## config.mk

```make
export PLATFORM = sky130hd
export DESIGN_NAME = key_unlock_ctrl_flat
export DESIGN_NICKNAME = d
export VERILOG_FILES = /design/src/rtl/key_unlock_ctrl_if.sv /design/src/rtl/key_unlock_ctrl.sv /design/src/flat_wrapper.sv
export SDC_FILE = /design/constraint.sdc
export NUM_CORES = 1
export LEC_CHECK = 0
export ABC_AREA = 1
export CORE_ASPECT_RATIO = 1.5
export CORE_UTILIZATION = 47
export CTS_CLUSTER_SIZE = 28
export DETAILED_ROUTE_END_ITERATION = 10
export HOLD_SLACK_MARGIN = 0.02
export PLACE_DENSITY = 0.78
export SLEW_MARGIN = 20
export SYNTH_ARGS = -nofsm -noshare
export SYNTH_HDL_FRONTEND = slang
export SYNTH_SLANG_ARGS = --single-unit
```

## constraint.sdc

```tcl
create_clock -name clk -period 1.8 [get_ports clk]
set_input_delay 0.36 -clock clk [delete_from_list [all_inputs] [get_ports clk]]
set_output_delay 0.36 -clock clk [all_outputs]
set_load 0.02 [all_outputs]
```

## src/rtl/key_unlock_ctrl_if.sv

```systemverilog
`default_nettype none
// ============================================================================
//  Module      : key_unlock_ctrl_if
//  Description : Serial key-provisioning handshake (valid/data/ready).
//  Revision    : 1.0 - initial release
// ============================================================================
interface key_unlock_ctrl_if;
    logic kin_valid;
    logic kin_data;
    logic kin_ready;

    // master = key provisioner, slave = unlock controller
    modport master (output kin_valid, output kin_data, input kin_ready);
    modport slave  (input kin_valid, input kin_data, output kin_ready);
endinterface
`default_nettype wire

```

## src/rtl/key_unlock_ctrl.sv

```systemverilog
`default_nettype none
// ============================================================================
//  Module      : key_unlock_ctrl
//  Description : Loads a serial unlock key, applies it to a logic-locked full
//                adder and self-tests the core over all 8 input vectors.
//  Revision    : 1.0 - initial release
// ============================================================================
module key_unlock_ctrl #(
    parameter int KEY_W = 2,
    parameter int CNT_W = 2
) (
    input  wire logic             clk,
    input  wire logic             rst_n,
    input  wire logic             start,
    key_unlock_ctrl_if.slave      kin,
    output logic [KEY_W-1:0]      key,
    output logic                  test_mode,
    output logic                  chk_a,
    output logic                  chk_b,
    output logic                  chk_cin,
    input  wire logic             chk_q,
    input  wire logic             chk_cout,
    output logic                  busy,
    output logic                  done,
    output logic                  err
);

    typedef enum logic [2:0] {
        S_IDLE  = 3'd0,
        S_SHIFT = 3'd1,
        S_CHECK = 3'd2,
        S_READY = 3'd3,
        S_FAIL  = 3'd4
    } state_t;

    localparam logic [2:0]       c_last_vec = 3'd7;
    localparam logic [CNT_W-1:0] c_last_bit = CNT_W'(KEY_W - 1);

    state_t           r_state;
    logic [KEY_W-1:0] r_sreg;
    logic [KEY_W-1:0] r_key;
    logic [CNT_W-1:0] r_cnt;
    logic [2:0]       r_vec;
    logic             r_ph;
    logic             r_kin_ready;
    logic             r_test_mode;
    logic             r_busy;
    logic             r_done;
    logic             r_err;

    logic             w_accept;
    logic [KEY_W-1:0] w_sreg_next;
    logic             w_exp_q;
    logic             w_exp_cout;
    logic             w_vec_ok;

    assign w_accept    = kin.kin_valid & r_kin_ready;
    // LSB-first: each new bit enters at the top and earlier bits move down
    assign w_sreg_next = KEY_W'({kin.kin_data, r_sreg} >> 1);

    // Golden full-adder response for the vector currently on chk_*
    assign w_exp_q    = r_vec[2] ^ r_vec[1] ^ r_vec[0];
    assign w_exp_cout = (r_vec[2] & r_vec[1]) | (r_vec[2] & r_vec[0]) | (r_vec[1] & r_vec[0]);
    assign w_vec_ok   = (chk_q == w_exp_q) && (chk_cout == w_exp_cout);

    always_ff @(posedge clk) begin
        if (!rst_n) begin
            r_state     <= S_IDLE;
            r_sreg      <= '0;
            r_key       <= '0;
            r_cnt       <= '0;
            r_vec       <= '0;
            r_ph        <= 1'b0;
            r_kin_ready <= 1'b0;
            r_test_mode <= 1'b0;
            r_busy      <= 1'b0;
            r_done      <= 1'b0;
            r_err       <= 1'b0;
        end else begin
            case (r_state)
                S_IDLE, S_READY, S_FAIL: begin
                    // key keeps its old value until the new one is fully shifted in
                    if (start) begin
                        r_state     <= S_SHIFT;
                        r_sreg      <= '0;
                        r_cnt       <= '0;
                        r_kin_ready <= 1'b1;
                        r_busy      <= 1'b1;
                        r_done      <= 1'b0;
                        r_err       <= 1'b0;
                    end
                end

                S_SHIFT: begin
                    if (w_accept) begin
                        r_sreg <= w_sreg_next;
                        if (r_cnt == c_last_bit) begin
                            r_key       <= w_sreg_next;
                            r_state     <= S_CHECK;
                            r_vec       <= '0;
                            r_ph        <= 1'b0;
                            r_kin_ready <= 1'b0;
                            r_test_mode <= 1'b1;
                        end else begin
                            r_cnt <= r_cnt + CNT_W'(1);
                        end
                    end
                end

                S_CHECK: begin
                    if (!r_ph) begin
                        r_ph <= 1'b1;
                    end else if (!w_vec_ok) begin
                        // wrong key: drop it so the core stays locked
                        r_state     <= S_FAIL;
                        r_key       <= '0;
                        r_vec       <= '0;
                        r_ph        <= 1'b0;
                        r_test_mode <= 1'b0;
                        r_busy      <= 1'b0;
                        r_err       <= 1'b1;
                    end else if (r_vec == c_last_vec) begin
                        r_state     <= S_READY;
                        r_vec       <= '0;
                        r_ph        <= 1'b0;
                        r_test_mode <= 1'b0;
                        r_busy      <= 1'b0;
                        r_done      <= 1'b1;
                    end else begin
                        r_vec <= r_vec + 3'd1;
                        r_ph  <= 1'b0;
                    end
                end

                default: begin
                    r_state     <= S_IDLE;
                    r_kin_ready <= 1'b0;
                    r_test_mode <= 1'b0;
                    r_busy      <= 1'b0;
                    r_done      <= 1'b0;
                    r_err       <= 1'b0;
                end
            endcase
        end
    end

    // r_vec is held at zero outside CHECK, so chk_* idle low
    assign kin.kin_ready = r_kin_ready;
    assign key           = r_key;
    assign test_mode     = r_test_mode;
    assign chk_a         = r_vec[2];
    assign chk_b         = r_vec[1];
    assign chk_cin       = r_vec[0];
    assign busy          = r_busy;
    assign done          = r_done;
    assign err           = r_err;

endmodule
`default_nettype wire

```

## src/flat_wrapper.sv

```systemverilog
// flat-port wrapper written by rule: the top's interface ports become plain ports
module key_unlock_ctrl_flat 
#(
    parameter int KEY_W = 2,
    parameter int CNT_W = 2
)
  (clk, rst_n, start, key, test_mode, chk_a, chk_b, chk_cin, chk_q, chk_cout, busy, done, err, kin_kin_valid, kin_kin_data, kin_kin_ready);
  key_unlock_ctrl_if kin_i ();
  input  wire logic clk;
  input  wire logic rst_n;
  input  wire logic start;
  output logic [KEY_W-1:0] key;
  output logic test_mode;
  output logic chk_a;
  output logic chk_b;
  output logic chk_cin;
  input  wire logic chk_q;
  input  wire logic chk_cout;
  output logic busy;
  output logic done;
  output logic err;
  input wire logic [$bits(kin_i.kin_valid)-1:0] kin_kin_valid;
  input wire logic [$bits(kin_i.kin_data)-1:0] kin_kin_data;
  output wire logic [$bits(kin_i.kin_ready)-1:0] kin_kin_ready;
  assign kin_i.kin_valid = kin_kin_valid;
  assign kin_i.kin_data = kin_kin_data;
  assign kin_kin_ready = kin_i.kin_ready;
  key_unlock_ctrl #(.KEY_W(KEY_W), .CNT_W(CNT_W)) u_core (.clk(clk), .rst_n(rst_n), .start(start), .kin(kin_i), .key(key), .test_mode(test_mode), .chk_a(chk_a), .chk_b(chk_b), .chk_cin(chk_cin), .chk_q(chk_q), .chk_cout(chk_cout), .busy(busy), .done(done), .err(err));
endmodule
```

==> results of run 1 <==
-- how the worst max path moves through the flow --
stage                                  from                              to  slack [ps]  cells after the start
3_3_place_gp   u_core.r_vec[2]$_SDFFE_PN0P_  u_core.r_state[0]$_SDFFE_PN0P_          80                      8
5_1_grt        u_core.r_vec[1]$_SDFFE_PN0P_   u_core.test_mode$_SDFFE_PN0P_         -40                      7
3_5_place_dp   u_core.r_vec[2]$_SDFFE_PN0P_  u_core.r_state[0]$_SDFFE_PN0P_           8                      8
2_1_floorplan  u_core.r_vec[2]$_SDFFE_PN0P_  u_core.r_state[2]$_SDFFE_PN0P_          50                      8
6_report       u_core.r_vec[2]$_SDFFE_PN0P_  u_core.r_state[0]$_SDFFE_PN0P_          40                      8
4_1_cts        u_core.r_vec[0]$_SDFFE_PN0P_  u_core.r_state[0]$_SDFFE_PN0P_          20                      8
-- routing by layer --
layer  part of all wire  global-route usage  vias to the layer above
li1                   -                   -                      467
met1               0.40               0.203                      430
met2               0.55               0.361                       13
met3              0.023              0.0223                        5
met4              0.020               0.110                        0
met5                  0                   0                        -
-- through the flow --
stage / util / setup WS, ps
6_report: 0.628 / 42.8
5_1_grt: 0.628 / -36.1
4_1_cts: 0.616 / 15.7
3_5_place_dp: 0.599 / 7.87
3_3_place_gp: 0.599 / 83.2
2_1_floorplan: - / 53.7
-- worst reg2reg max path, delay by kind of cell (launching register included) --
kind / cells / cell delay, ps
AND/OR/NAND/NOR: 5 / 440
flip-flops: 1 / 350
buffers and inverters: 1 / 40
XOR/XNOR: 1 / 250
adder cells (fa/ha/maj): 1 / 590
-- cells in the final DEF, fill, tap and decap left out, types with 2 or more instances in the layout --
cell,count
buf_4,4
o21ai_1,4
nand4_1,3
nand3_2,4
o21ai_2,2
clkbuf_4,3
nand2_2,7
nor2_1,8
a21oi_1,12
nand3_4,3
ha_1,3
inv_2,7
a21oi_2,2
inv_1,13
nand3_1,7
clkdlybuf4s50_1,16
nor2_4,4
xor2_2,2
dfxtp_2,3
dfxtp_1,14
nand2_1,23
nand2_4,2
-- logic make-up (layout without fill, tap and decap cells) --
group	after synthesis	in the layout
simple gates	65	65
buf+inv	22	45
compound gates	21	21
flops	17	17
fa+ha+maj	4	4
xor+xnor	2	2
-- power by group --
part	switching [W]	internal, W	total (W)
logic	0.000725	0.000428	0.00115
clock network	0.000141	0.0000832	0.000224
registers	0.0000962	0.000481	0.000578
total	0.000961	0.000993	0.00195
-- timing repair --
| item | in CTS | in global routing |
|---|---|---|
| buffers inserted | 1 | 2 |
| gates resized for setup | 0 | 4 |
| hold buffers | 0 | 0 |
| setup endpoints to repair | 3 | 11 |
| pin swaps | 2 | 4 |
-- registers in the layout, summed over array words and instances (netlist names), 2 cells and up --
| register | count |
|---|---|
| u_core.key | 2 |
| u_core.r_state | 3 |
| u_core.r_vec | 3 |
| u_core.r_cnt | 2 |
-- cell type report --
cell class	instances	area (um2)
clock buffer	3	22.5
clock inverter	1	5.00
fill	205	772
inverter	21	78.8
multi-input combinational	92	637
sequential	17	344
tap	22	27.5
timing repair buffer	20	190
==> summary.txt, run 1 <==
GRT
  • Grt total ovfl: 0
  • Initial antenna violation count: 0
  • All-Layer GR Usage: 0.199
  • Number of global-route vias before repair: roughly 840
  • Pin count of the biggest net entering global routing: 11
  • First-pass GRT wire length: around 3300 um

Timing
  • Max Slew Vio Count: 0
  • Setup Skew: ~4.4 ps
  • Highest Clock Rate: 569 MHz
  • Actual slew at the worst max-slew pin: about 290 ps
  • Fin crit share: 0.976
  • Hold WS: roughly 450 ps
  • Setup TNS: 0 ps
  • Unrepaired setup endpoints after global routing: yes
  • Final setup viols: 0
  • Fin. Hold Viols: 0
  • Fin crit period: 1760 ps
  • Slew Limit Headroom: 0.808

Route
  • # DRC: 0
  • Wirelength per Cell: roughly 12 um
  • Post-route ant nets: 0
  • DRT Pass-1 Iters: 4
  • Vias/cell: around 5.2
  • Vias: 915
  • Total Wirelength: 2130 um
  • DRT iter0 DRCs: 14

Min path
  • Hold Path Class: reg -> reg
  • Hold endpoint: u_core.err$_SDFFE_PN0P_
  • Hold Crit Depth: 2
  • Hold_sp: u_core.err$_SDFFE_PN0P_

Worst setup path
  • FF-to-FF setup slack: around 43 ps
  • Buf+Inv Stages, Crit Path: 1
  • R2r endpoint: u_core.r_state[0]$_SDFFE_PN0P_
  • CP max-delay cell: fa_1
  • Worst-path fanout max: 7
  • Startpoint Class: flop
  • Worst EP required: 2010 ps
  • R2R depth: 8
  • Worst setup EP type: flop
  • Slowest cell delay on critical path: between 500 and 600 ps
  • CP Class: reg -> reg
  • Worst R2R Start: u_core.r_vec[2]$_SDFFE_PN0P_
  • Sequence of cells on the critical path: inv_2, fa_1, xor2_2, nand3_4, nand3_4, nand2_1, nand2_1, nor2_1
  • CP Data Arrival Time: slightly below 2000 ps
  • Cell family with most CP delay: adder cells

Synthesis
  • Post-synth EDFFs: 0
  • Synth cell count leaders: 24 x nand2_1, 17 x dfxtp_1, 15 x inv_1, 12 x a21oi_1, 8 x nor2_1
  • Post-Syn Instances: 131
  • Seq cells post-synth: 17
  • Synth top area share: 0.324
  • Yosys top cell by area: dfxtp_1
  • Top-count cell post-synth: nand2_1
  • Asr flop ratio synth: 0
  • Post-synthesis sequential area ratio: 0.324
  • Synth area leaders: dfxtp_1 32%, nand2_1 8.6%, a21oi_1 5.7%
  • Combinational family with the most area after synthesis: simple AND/OR/NAND/NOR gates
  • Syn avg cell area: 8.02 um2
  • Synth cell types: 26
  • Adder-cell area share of the yosys netlist: 0.0548
  • Post-Syn Nets: ~140
  • Compound-Gate Fraction of Synth Area: 0.117
  • Synth Area in XOR/XNOR: 0.0310
  • Synth Cell Area: ~0.0011 mm2
  • Primary FF master, synth: dfxtp_1
  • Mux contribution to synthesized area: 0
  • Post-synthesis simple-gate area fraction: 0.394
  • Ys Warns: 0

Clock network
  • Max clock buf depth: 2
  • CTS tree: done
  • CTS root buf: clkbuf_4
  • Clk sink count: 17
  • CTS H-tree lvls: 1
  • Num CTS Buffers: 3
  • Worst-path clk slew: 110 ps
  • Worst skew pair latency: 310 ps

Die
  • Die Footprint: 0.00243 mm2
  • Row cnt: 20
  • Chip Width: between 40 and 50 um
  • IO Count: 17
  • CORE AREA: approximately 0.0021 mm2
  • Die height: 59.9 um
  • Initial core utilization: 0.506

Layout
  • Final instance area: approximately 0.0013 mm2
  • Share of cells above drive strength 1: 0.305
  • Nets: around 170
  • ANT cells: 0
  • Layout area overhead: 24.2%
  • Post-Layout Cell Count: roughly 180

Placement
  • Routability congestion estimate from global placement: approximately 0.72
  • Placement Cell Area: between 0.001 and 0.0015 mm2
  • Placed cell count: ~170
  • Final HPWL DP: ~1700 um
  • # port buffers: 16

Flow run
  • MaxCap Viol Count: 0

Power and ir drop
  • Max IR drop VDD: ~710 uV
  • Power, Total: just under 0.002 W
  • Pleak: 0.571 nW
  • PwrDens: 1500 mW/mm2

Status
  • Status: finished, final reports clean
Note: power is estimated with default switching activity, not from simulation.
==> run 2: changes to the inputs <==
--- a/config.mk
+++ b/config.mk
@@ -10,7 +10,7 @@
 export CORE_UTILIZATION = 47
 export CTS_CLUSTER_SIZE = 28
 export DETAILED_ROUTE_END_ITERATION = 10
-export HOLD_SLACK_MARGIN = 0.02
+export HOLD_SLACK_MARGIN = 0.05
 export PLACE_DENSITY = 0.78
 export SLEW_MARGIN = 20
 export SYNTH_ARGS = -nofsm -noshare
==> results of run 2 <==
The final DEF is identical to that of run 1; final timing and power are the same.
==> variant 1: new RTL, flow settings as in run 2 <==
Re-encode `state_t` (5 states) as Gray code, 3 bits wide.
--- a/src/rtl/key_unlock_ctrl.sv
+++ b/src/rtl/key_unlock_ctrl.sv
@@ -28,7 +28,7 @@
     typedef enum logic [2:0] {
-        S_IDLE  = 3'd0,
-        S_SHIFT = 3'd1,
-        S_CHECK = 3'd2,
-        S_READY = 3'd3,
-        S_FAIL  = 3'd4
+        S_IDLE  = 3'b000,
+        S_SHIFT = 3'b001,
+        S_CHECK = 3'b011,
+        S_READY = 3'b010,
+        S_FAIL  = 3'b110
     } state_t;
Formal check against the unedited RTL: same outputs for any inputs over 10 cycles, from zero or initial values and one cycle with rst_n low; not proved beyond that.
==> variant 1 against run 2 <==
- wire length shrank 8.0%
- design area shrank 10%
- worst setup slack gained 13 ps
- sequential cell count is the same
- die area shrank 15%
- synthesized area shrank 16%
- via count shrank 3.4%
- global-route usage grew 0.59 points
- critical endpoint is now u_core.key[1]$_SDFFE_PN0P_
- highest routed layer unchanged
Power is not compared: it rests on default switching activity, and its combinational part moved more than twofold at a synthesized area within 25%.
==> variant 1: results (changes against run 2) <==
Parameter                              Value

Synthesis
  Mapped Avg Cell Area ... 6.930 sq um (-14%)
  Top cell types by occurrence after synthesis ... 32 x sky130_fd_sc_hd__nand2_1, 19 x sky130_fd_sc_hd__inv_1, 17 x sky130_fd_sc_hd__dfxtp_1
  Synth cell types ... 20 (-23%)
  Post-synth net total ... 139 (-2.1%)
  Synth top area cells ... sky130_fd_sc_hd__dfxtp_1 38%, sky130_fd_sc_hd__nand2_1 14%, sky130_fd_sc_hd__inv_1 8.0%

STA
  Post-Route Hold Slack ... 474.2 ps (+21.01 ps)
  Worst slew slack as a fraction of its limit ... 74.93% (-5.9 points)
  Period Utilization, post-route ... 96.89% (-0.73 points)
  Fin Clk Skew ... 5.868 ps (+1.501 ps)

Setup path
  Endpoint of the most critical setup path ... u_core.key[1]$_SDFFE_PN0P_
  Cell family with the largest share of critical-path delay ... adder cells
  Critical path data arrival time ... 1990 ps (+20 ps)
  CP startpoint ... u_core.r_vec[1]$_SDFFE_PN0P_
  CP peak stage delay ... 550 ps (-40 ps)

Worst hold path
  Startpoint of the most critical hold path ... u_core.key[1]$_SDFFE_PN0P_
  Endpoint of the worst hold path ... u_core.key[1]$_SDFFE_PN0P_

Routing
  Met2 WL post-DR ... 1028 um (-13%)
  Top sig layer ... met4
  Detailed-route via count ... 884 (-3.4%)
  Met3 layer wire length in the routed design ... 79 um (+65%)
  Average via count per standard cell ... 5.200 (about the same)
  Routed metal-1 wire length ... 797 um (-7.2%)
  Sum of routed wire length over all layers ... 1961 um (-8.0%)
  Number of design-rule violations left by the first detailed-router iteration ... 16 (+2)

Layout
  Fin nets ... 162 (-2.4%)
  Final core utilization ... 68.27% (+5.4 points)

Placed design
  Placer congestion estimate ... 0.7955 (+9.8%)
  Total half-perimeter wirelength after legalization and detailed placement ... 1456 um (-14%)
  Post-detailed-placement cell area ... 1084 sq um (-13%)

GRT
  Met1 usage in global routing ... 23.79% (+3.5 points)
  Met2 track utilization from global routing ... 34.09% (-2.0 points)
  Global Route Usage Sum ... 20.44% (+0.59 points)
  Wire length of the first global-routing pass ... 3111 um (-6.8%)
  Vias in the first global route ... 771 (-8.4%)
  Met3 usage ... 3.614% (+1.4 points)

Clock network
  Count of instances resized after the clock tree is built ... 1 (+1)
  Number of buffers inserted by post-CTS setup repair ... 0 (-1)

Outcome
  Result of the run ... finished clean
## variant 1: cell count changes in the layout (fill, tap and decap cells not counted), moves of 4 or more
cell,run 2,this run
sky130_fd_sc_hd__inv_1,13,17
sky130_fd_sc_hd__nand3_1,7,11
sky130_fd_sc_hd__a21oi_1,12,8
sky130_fd_sc_hd__nor2_2,1,6
sky130_fd_sc_hd__inv_2,7,3
## variant 1: kinds of logic after synthesis
group	after synthesis	share of synthesized area, %
simple gates	68	34.27
buf+inv	20	8.462
compound gates	19	12.41
flops	17	38.36
fa+ha+maj	4	6.489
## variant 1: tightest hold or removal path, stage by stage (launching register included)
cell and delay (ps):
sky130_fd_sc_hd__dfxtp_1 320, sky130_fd_sc_hd__nand2_1 70, sky130_fd_sc_hd__a21oi_2 50
## variant 1: area by class of cell
type / instances / area share (%)
clock inverters: 1 / 0.4283
well taps: 20 / 2.141
clock buffers: 3 / 1.927
inverters: 20 / 6.424
repair buffers: 18 / 15.31
multi-input cells: 91 / 44.33
flip-flops and latches: 17 / 29.44
==> variant 2: new RTL, settings of run 2 <==
Made on the original files. `CNT_W` is set to 2 in 2 places; all go to 3.
--- a/src/rtl/key_unlock_ctrl.sv
+++ b/src/rtl/key_unlock_ctrl.sv
@@ -9,3 +9,3 @@
     parameter int KEY_W = 2,
-    parameter int CNT_W = 2
+    parameter int CNT_W = 3
 ) (
--- a/src/flat_wrapper.sv
+++ b/src/flat_wrapper.sv
@@ -4,3 +4,3 @@
     parameter int KEY_W = 2,
-    parameter int CNT_W = 2
+    parameter int CNT_W = 3
 )
Check against the original RTL: same outputs for any inputs over 10 cycles, from zero or initial values and one cycle with rst_n low; that may be too few to reach the edited logic, so the function may still have changed.
==> variant 2 against run 2 <==
- die area rose by 5.0%
- sequential share of layout area up 0.45 points
- power is 1.6% higher
- design area grew 4.0%
- maximum frequency up 1.4%
- clock power is 14% higher
- synthesized area grew 5.2%
- wire length increased by 12%
- sequential power is 2% higher
- utilization down 2.0 points
- worst setup slack gained 25 ps
- sequential cell count up 1
- synthesized cell count rose by 30%
- critical path depth up 3
==> variant 2: results (changes against run 2) <==
Parameter                              Value

Routing
  Number of design-rule violations left by the first detailed-router iteration ... 15 (+1)
  Detailed-route via count ... 1130 (+23%)
  Routed metal-1 wire length ... 990 um (+15%)
  TritonRoute pass-1 iters ... 5 (+1)
  Met2 WL post-DR ... 1292 um (+9.3%)
  Met3 layer wire length in the routed design ... 56 um (+17%)
  Detailed-route wire length per cell ... 11.15 um (-7.9%)

Setup path
  Worst-case reg-to-reg path depth ... 11 (+3)
  Reg-to-reg critical path startpoint ... u_core.r_vec[0]$_SDFFE_PN0P_
  Reg2Reg Setup Slack ... 70 ps (+30 ps)
  Critical path data arrival time ... 1940 ps (-30 ps)
  Endpoint of the lowest-slack register-to-register path ... u_core.r_state[1]$_SDFFE_PN0P_

Synthesis
  Synth top area cells ... sky130_fd_sc_hd__dfxtp_1 33%, sky130_fd_sc_hd__nand2_1 15%, sky130_fd_sc_hd__inv_1 9.5%
  Synth cell types ... 21 (-19%)
  Top flip-flop cell by instance count after synthesis ... sky130_fd_sc_hd__dfxtp_1
  Top cell types by occurrence after synthesis ... 45 x sky130_fd_sc_hd__nand2_1, 28 x sky130_fd_sc_hd__inv_1, 24 x sky130_fd_sc_hd__nor2_1
  Mapped Avg Cell Area ... 6.506 sq um (-19%)
  Sequential fraction of the synthesis area ... 32.58% (+0.20 points)
  Post-synth net total ... 182 (+28%)

Placed design
  Placer congestion estimate ... 0.8670 (+20%)
  Inst Count DP ... 210 (+24%)
  Post-placement worst setup slack ... 5.603 ps (-2.269 ps)
  Post-detailed-placement cell area ... 1303 sq um (+4.6%)
  Total half-perimeter wirelength after legalization and detailed placement ... 1905 um (+13%)

GRT
  Global Route Usage Sum ... 19.78% (-0.079 points)
  Wire length of the first global-routing pass ... 3933 um (+18%)
  Vias in the first global route ... 1009 (+20%)
  Pin count of the biggest net entering global routing ... 11 (unchanged)

Power
  Largest vdd supply drop ... 823.8 uV (+16%)
  Leak pwr ... 0.6679 nW (+17%)

Layout
  Post-layout instance count excluding filler cells ... 215 (+22%)
  Fill cells ... 211 (+2.9%)
  Largest registers ... u_core.r_cnt: 3 flops, u_core.r_state: 3 flops, u_core.r_vec: 3 flops
  Layout cells sized above 1 ... 14.06% (-16 points)

Outcome
  Result of the run ... finished clean

STA
  Transition time at the pin with the least slew margin ... 232.2 ps (-54.70 ps)
  Fin Clk Skew ... 5.133 ps (+0.7671 ps)
==> variant 2: timing repair <==
item	CTS	global route
endpoints found under the setup margin	0	12
hold buffers	0	0
resized for setup	0	6
buffers inserted	0	1
==> variant 2: area by class of cell <==
type                       instances  area (sq um)  share of cell area (%)
multi-input combinational        121         629.4                   46.36
tap                               23         28.78                   2.120
sequential                        18         364.1                   26.82
clock buffer                       4         36.28                   2.673
timing repair buffer              20         190.2                   14.01
inverter                          29         108.9                   8.018
==> variant 2: worst max path at each step <==
stage,startpoint,end,slack (ps),cells after the start
finish,u_core.r_vec[0]$_SDFFE_PN0P_,u_core.r_state[1]$_SDFFE_PN0P_,70,11
global route,u_core.r_vec[0]$_SDFFE_PN0P_,u_core.r_vec[0]$_SDFFE_PN0P_,-50,10
CTS,u_core.r_vec[2]$_SDFFE_PN0P_,u_core.r_state[1]$_SDFFE_PN0P_,3,11
detailed placement,u_core.r_vec[2]$_SDFFE_PN0P_,u_core.r_state[1]$_SDFFE_PN0P_,6,11
global placement,u_core.r_vec[2]$_SDFFE_PN0P_,u_core.r_state[1]$_SDFFE_PN0P_,50,11
floorplan,u_core.r_vec[1]$_SDFFE_PN0P_,u_core.r_state[1]$_SDFFE_PN0P_,20,11
==> variant 2: cells by family (layout without fill, tap and decap cells) <==
group	Yosys count	after routing	synth area share (%)
AND/OR/NAND/NOR	101	101	42.19
AO/OA/AOI/OAI	15	15	7.578
buffers and inverters	31	53	11.31
adder cells (fa/ha/maj)	5	5	6.335
flip-flops	18	18	32.58
==> variant 2: routing by layer <==
layer,up-vias,track usage (%)
met1,527,19.21
met5,-,0
li1,577,-
met4,0,11.98
met3,6,3.812
met2,20,38.62
==> variant 2: where the power goes <==
group / switching, W / total, W / internal [W]
registers: 0.0000824 / 0.000589 / 0.000507
clock network: 0.000132 / 0.000255 / 0.000123
logic: 0.000715 / 0.00114 / 0.000427
total: 0.000929 / 0.00199 / 0.00106
==> variant 2: worst max-delay path, stage by stage (launching register included) <==
cell,delay [ps]
sky130_fd_sc_hd__dfxtp_2,350
sky130_fd_sc_hd__inv_2,40
sky130_fd_sc_hd__fa_1,570
sky130_fd_sc_hd__inv_1,60
sky130_fd_sc_hd__nand2_1,50
sky130_fd_sc_hd__nand2_1,50
sky130_fd_sc_hd__nor2_1,110
sky130_fd_sc_hd__nand2_2,130
sky130_fd_sc_hd__nand3_2,110
sky130_fd_sc_hd__nand2_1,70
sky130_fd_sc_hd__nand2_1,60
sky130_fd_sc_hd__nor2_1,40
